File: config.mk
export PLATFORM = sky130hd
export DESIGN_NAME = cpu_trap_ctrl
export DESIGN_NICKNAME = d
export VERILOG_FILES = /design/src/rtl/cpu_trap_ctrl.sv
export SDC_FILE = /design/constraint.sdc
export NUM_CORES = 1
export LEC_CHECK = 0
export CORE_AREA = 8 8 136 138
export CTS_CLUSTER_DIAMETER = 40
export CTS_CLUSTER_SIZE = 24
export DETAILED_ROUTE_END_ITERATION = 12
export DIE_AREA = 0 0 144 146
export HOLD_SLACK_MARGIN = 0.08
export PLACE_DENSITY_LB_ADDON = 0.2
export SLEW_MARGIN = 0
export SYNTH_ARGS = -nofsm -noshare
export SYNTH_HDL_FRONTEND = slang
export SYNTH_SLANG_ARGS = --single-unit
export TNS_END_PERCENT = 50
File: constraint.sdc
create_clock -name clk -period 2.9 [get_ports clk]
set_input_delay 0.29 -clock clk [delete_from_list [all_inputs] [get_ports clk]]
set_output_delay 0.29 -clock clk [all_outputs]
set_load 0.02 [all_outputs]
File: src/rtl/cpu_trap_ctrl.sv
// Trap sequencer: arbitrates interrupt > exception > SRET at the retire boundary and redirects fetch.
// Latency: detect at N, exception capture pulse at N+1, redirect_valid from N+2, back to IDLE one cycle after redirect_ready.
// Backpressure: redirect_valid/flush/busy hold until redirect_ready; retire-boundary inputs are ignored while busy.
//
// Ports:
//   clk, rst (async, active-low)
//   inst_valid/inst_pc/inst_word and decode flags   instruction at the retire boundary
//   mem_misaligned/mem_is_store/mem_addr            data-side misalignment fault
//   global_ie/sie_mask/sip_pend/stvec/sepc          supervisor CSR state
//   exception/exc_cause/exc_pc/exc_value            capture pulse and payload for the CSR file
//   redirect_valid/redirect_pc/redirect_ready       fetch redirect handshake
//   flush/busy/in_trap                              pipeline control and handler-active flag
module cpu_trap_ctrl #(
   parameter bit VECTORED_EN = 1'b1
) (
   input  logic        clk,
   input  logic        rst,
   input  logic        inst_valid,
   input  logic [31:0] inst_pc,
   input  logic [31:0] inst_word,
   input  logic        fetch_misaligned,
   input  logic        illegal_inst,
   input  logic        ecall,
   input  logic        ebreak,
   input  logic        sret,
   input  logic        mem_misaligned,
   input  logic        mem_is_store,
   input  logic [31:0] mem_addr,
   input  logic        global_ie,
   input  logic [31:0] sie_mask,
   input  logic [31:0] sip_pend,
   input  logic [31:0] stvec,
   input  logic [31:0] sepc,
   output logic        exception,
   output logic [31:0] exc_cause,
   output logic [31:0] exc_pc,
   output logic [31:0] exc_value,
   output logic        redirect_valid,
   output logic [31:0] redirect_pc,
   input  logic        redirect_ready,
   output logic        flush,
   output logic        busy,
   output logic        in_trap
);

   typedef enum logic [1:0] {
      S_IDLE   = 2'd0,
      S_TRAP   = 2'd1,
      S_VECTOR = 2'd2,
      S_RET    = 2'd3
   } state_t;

   state_t      state_q,       state_d;
   logic        in_trap_q,     in_trap_d;
   logic [31:0] exc_cause_q,   exc_cause_d;
   logic [31:0] exc_pc_q,      exc_pc_d;
   logic [31:0] exc_value_q,   exc_value_d;
   logic [31:0] redirect_pc_q, redirect_pc_d;

   // Interrupt selection: only SEI, SSI and STI are recognised, in that priority order.
   logic [31:0] pend;
   logic        irq_take;
   logic [3:0]  irq_code;
   logic        unused_pend;

   assign pend        = sip_pend & sie_mask;
   assign unused_pend = ^{pend[31:10], pend[8:6], pend[4:2], pend[0]};
   // Interrupts stay masked for the whole handler, including nested exceptions.
   assign irq_take    = global_ie & ~in_trap_q & (pend[9] | pend[1] | pend[5]);

   always_comb begin
      irq_code = 4'd5;
      if (pend[9])      irq_code = 4'd9;
      else if (pend[1]) irq_code = 4'd1;
   end

   // Synchronous exception selection, highest priority first.
   logic        exc_take;
   logic [3:0]  exc_code;
   logic [31:0] exc_val;

   assign exc_take = fetch_misaligned | illegal_inst | ebreak | ecall | mem_misaligned;

   always_comb begin
      exc_code = 4'd0;
      exc_val  = 32'd0;
      if (fetch_misaligned) begin
         exc_code = 4'd0;
         exc_val  = inst_pc;
      end else if (illegal_inst) begin
         exc_code = 4'd2;
         exc_val  = inst_word;
      end else if (ebreak) begin
         exc_code = 4'd3;
         exc_val  = inst_pc;
      end else if (ecall) begin
         exc_code = 4'd9;
         exc_val  = 32'd0;
      end else if (mem_misaligned) begin
         exc_code = mem_is_store ? 4'd6 : 4'd4;
         exc_val  = mem_addr;
      end
   end

   // Trap target: vectored offset applies to interrupts only, and only for MODE=1.
   logic [31:0] vec_base;
   logic [31:0] vec_target;

   assign vec_base   = {stvec[31:2], 2'b00};
   assign vec_target = (VECTORED_EN && (stvec[1:0] == 2'b01) && irq_take)
                       ? vec_base + {26'd0, irq_code, 2'b00}
                       : vec_base;

   always_comb begin
      state_d        = state_q;
      in_trap_d      = in_trap_q;
      exc_cause_d    = exc_cause_q;
      exc_pc_d       = exc_pc_q;
      exc_value_d    = exc_value_q;
      redirect_pc_d  = redirect_pc_q;
      exception      = 1'b0;
      redirect_valid = 1'b0;
      flush          = 1'b0;
      busy           = 1'b0;

      case (state_q)
         S_IDLE: begin
            if (inst_valid) begin
               if (irq_take || exc_take) begin
                  state_d       = S_TRAP;
                  in_trap_d     = 1'b1;
                  exc_pc_d      = inst_pc;
                  exc_cause_d   = irq_take ? {1'b1, 27'd0, irq_code} : {28'd0, exc_code};
                  exc_value_d   = irq_take ? 32'd0 : exc_val;
                  redirect_pc_d = vec_target;
               end else if (sret) begin
                  state_d       = S_RET;
                  redirect_pc_d = sepc;
               end
            end
         end
         S_TRAP: begin
            exception = 1'b1;
            busy      = 1'b1;
            state_d   = S_VECTOR;
         end
         S_VECTOR: begin
            redirect_valid = 1'b1;
            flush          = 1'b1;
            busy           = 1'b1;
            if (redirect_ready) state_d = S_IDLE;
         end
         S_RET: begin
            redirect_valid = 1'b1;
            flush          = 1'b1;
            busy           = 1'b1;
            if (redirect_ready) begin
               state_d   = S_IDLE;
               in_trap_d = 1'b0;
            end
         end
         default: state_d = S_IDLE;
      endcase
   end

   always_ff @(posedge clk or negedge rst) begin
      if (!rst) begin
         state_q       <= S_IDLE;
         in_trap_q     <= 1'b0;
         exc_cause_q   <= 32'd0;
         exc_pc_q      <= 32'd0;
         exc_value_q   <= 32'd0;
         redirect_pc_q <= 32'd0;
      end else begin
         state_q       <= state_d;
         in_trap_q     <= in_trap_d;
         exc_cause_q   <= exc_cause_d;
         exc_pc_q      <= exc_pc_d;
         exc_value_q   <= exc_value_d;
         redirect_pc_q <= redirect_pc_d;
      end
   end

   assign exc_cause   = exc_cause_q;
   assign exc_pc      = exc_pc_q;
   assign exc_value   = exc_value_q;
   assign redirect_pc = redirect_pc_q;
   assign in_trap     = in_trap_q;

endmodule

==> summary.txt <==
Synth
  • Yosys warns: 0
  • Flops & latches, synth: 104
  • Most used flip-flop cell after synthesis: dfrtp_1
  • Seq/Total Area, Yosys: 42.0%
  • Synth Cell Area: 6190 um^2
  • Post-Synth Adder-Cell Area: 0.606%
  • Gate Count Post-Synth: 707
  • Synth Area in Simple Gates: 22.8%
  • Post-Syn Area per Cell: 8.76 um^2
  • Main combinational cell family by area after synthesis: compound AO/OA/AOI/OAI gates
  • Post-synth ARST share: 100%
  • Yosys cell types: 61
  • Number of flops mapped to enable cells by yosys: 0
  • Synth Area in Compound Gates: 22.8%
  • Xor and xnor fraction of the mapped netlist area: 2.55%
  • Post-synthesis mux area share: 0.647%

Pwr
  • PD cells: 844 nW/um^2
  • Maximum VDD drop: 0.000402 V
  • Leak pwr: 3.94 nW

Global routing
  • Vias in the first global route: 6476
  • First-pass GRT wire length: 37200 um
  • Gr usage total: 22.7%
  • Largest net degree at the start of global routing: 54
  • Initial antenna violation count: 0
  • Overflow after GRT: 0

Layout
  • Layout net count: 1211
  • Most frequent cells in the layout: clkdlybuf4s50_1, nand2_1, dfrtp_1, nor2_1, o31ai_1
  • Ant. Diodes: 0
  • Most common cell after layout, fill and taps aside: clkdlybuf4s50_1
  • Share of layout cells above drive strength 1: 6.76%
  • Design Area, Final: 9530 um^2
  • Fin util: 58.5%
  • Area grow syn2layout: 53.9%
  • Fillcell total: 1534

Timing
  • Post-Route Setup TNS: 0 ns
  • Final-report setup violation count: 0
  • Fmax: 428 MHz
  • RSZ-0062 raised after global routing: false
  • Worst-Margin Slew: 0.822 ns
  • Fin. Hold Viols: 0
  • Max Slew Vio Count: 0
  • Worst relative slew slack: 45.2%
  • Layout Skew: 0.0120 ns
  • Final period util: 80.6%
  • Post-layout minimum cycle time: 2.34 ns

Setup path
  • Critical setup path kind: input port to register
  • Worst Path Required: 3.13 ns
  • Critical path arrival: 2.56 ns
  • Startpoint Class: input port
  • Max FO, Critical Path: 8
  • CP Capture Type: register

Die
  • Die height: 146 um
  • Die Area: 21000 um^2
  • IO Count: 369
  • Initial core utilization: 38.0%
  • Rows: 47
  • Die width: 144 um
  • Area of the core: 16300 um^2

CTS
  • CTS tree: yes
  • CTS buffer count: 9
  • Worst-skew pair later-pin latency: 0.36 ns
  • Htree depth: 3
  • Worst-case clock buffer depth: 2
  • Clock Sinks: 104
  • Clock-pin slew on the worst setup and hold paths: 0.08 ns
  • Post-CTS sizing: 0
  • Clk root buf: clkbuf_16

Place
  • Routability congestion estimate from global placement: 0.913
  • HPWL Detailed: 18400 um
  • Quantity of I/O buffers inserted on ports: 283
  • Area post-placement: 9200 um^2

Run
  • Maximum Capacitance Violations: 0

Detailed routing
  • 1st-iter DRT viols: 293
  • DR WL met3: 2560 um
  • Post-DRT Antenna Nets: 0
  • WL per Instance: 20.3 um
  • Top routing layer used: met4
  • Met1 WL: 9620 um
  • Met2 Routed Length: 11400 um
  • DR vias/cell: 5.38
  • DRT Pass-1 Iters: 4
  • DRC viols: 0
  • Vias: 6436
  • Final wirelength: 24300 um

Run status
  • Outcome: finished clean

Hold path
  • Hold Path Class: input port to asynchronous set/reset pin
## flip-flops by register name, indices dropped and copies added (netlist names)
register     count
state_q          2
exc_value       32
exc_cause        5
exc_pc          32
in_trap          1
redirect_pc     32
## worst paths after layout
| kind | from | endpoint | slack (ns) | cells past startpoint |
|---|---|---|---|---|
| setup / recovery | sie_mask[9] | redirect_pc[13] | 0.56 | 8 |
| hold / removal | rst | exc_value[20] | 0.44 | 2 |
| setup reg to reg | in_trap | redirect_pc[26] | 0.67 | 5 |
| hold reg to reg | exc_pc[16] | exc_pc[16] | 0.47 | 2 |
| max in group asynchronous | rst | state_q[1] | 1.73 | 3 |
| min in group clk | exc_pc[16] | exc_pc[16] | 0.47 | 2 |
## routing by layer
metal  track usage [%]  up-vias
met2              37.0      261
met4              8.63        0
li1                  -     3042
met5                 0        -
met3              8.66       39
met1              26.2     3094
## worst max-delay path, stage by stage
cell             delay, ns
clkdlybuf4s50_1       0.50
a22oi_1               0.13
ha_1                  0.41
nand4_1               0.11
a211o_1               0.43
o31a_1                0.30
o311ai_1              0.27
o211ai_1              0.12
## synth_stat cells, drive strengths merged, types with 6 or more instances
cell type  number  share of area [%]
a21oi          20                1.6
a221oi         33                4.7
a22oi          33                4.0
and3            7               0.71
and4            6               0.85
buf            60                6.5
clkbuf         25                1.5
dfrtp         104                 42
inv             8               0.49
nand2         168                 10
nand3          15                1.2
nand4           6               0.61
nor2           56                3.4
nor3           10                1.1
nor4           13                2.7
o211ai          8                1.1
o21ai          13                1.1
o22ai           8                1.0
o31ai          40                4.9
xnor2          17                2.4
## where the power goes
| part | leakage (nW) | internal [W] | total, W | switching (W) |
|---|---|---|---|---|
| Sequential | 1.29 | 0.00211 | 0.00248 | 0.000371 |
| Combinational | 2.50 | 0.00193 | 0.00421 | 0.00228 |
| Clock | 0.155 | 0.000764 | 0.00135 | 0.000584 |
| Total | 3.94 | 0.00480 | 0.00804 | 0.00324 |
## through the flow
stage	instances	power (W)	setup WS, ns	hold WS [ns]
after global routing	1197	0.00853	0.439	0.483
after floorplan	733	0.00461	0.738	-0.00559
after CTS	1197	0.00813	0.590	0.456
after global placement	1180	0.00671	0.237	0.310
after detailed placement	1180	0.00676	0.190	0.310
final	1197	0.00804	0.564	0.439
## cell families after synthesis
kind of cell,count (synthesis)
and+or+nand+nor,297
other,1
DFF,104
buffers and inverters,93
muxes,4
xor gates and xnor gates,18
AOI/OAI and AO/OA,187
adders and majority gates,3
## area by class of cell
cell class,instances,area (um^2),area share [%]
inverters,8,30.0,0.315
clock buffers,10,229,2.40
multi-input cells,536,3190,33.5
repair buffers,313,3110,32.6
clock inverters,6,92.6,0.972
flip-flops and latches,104,2600,27.3
well taps,220,275,2.89
## what timing repair did
action / in CTS / in global routing
setup endpoints to repair: 0 / 0
hold buffers: 1 / 0
hold endpoints to repair: 38 / 0
setup buffers: 0 / 0
(Power assumes the default switching activity.)
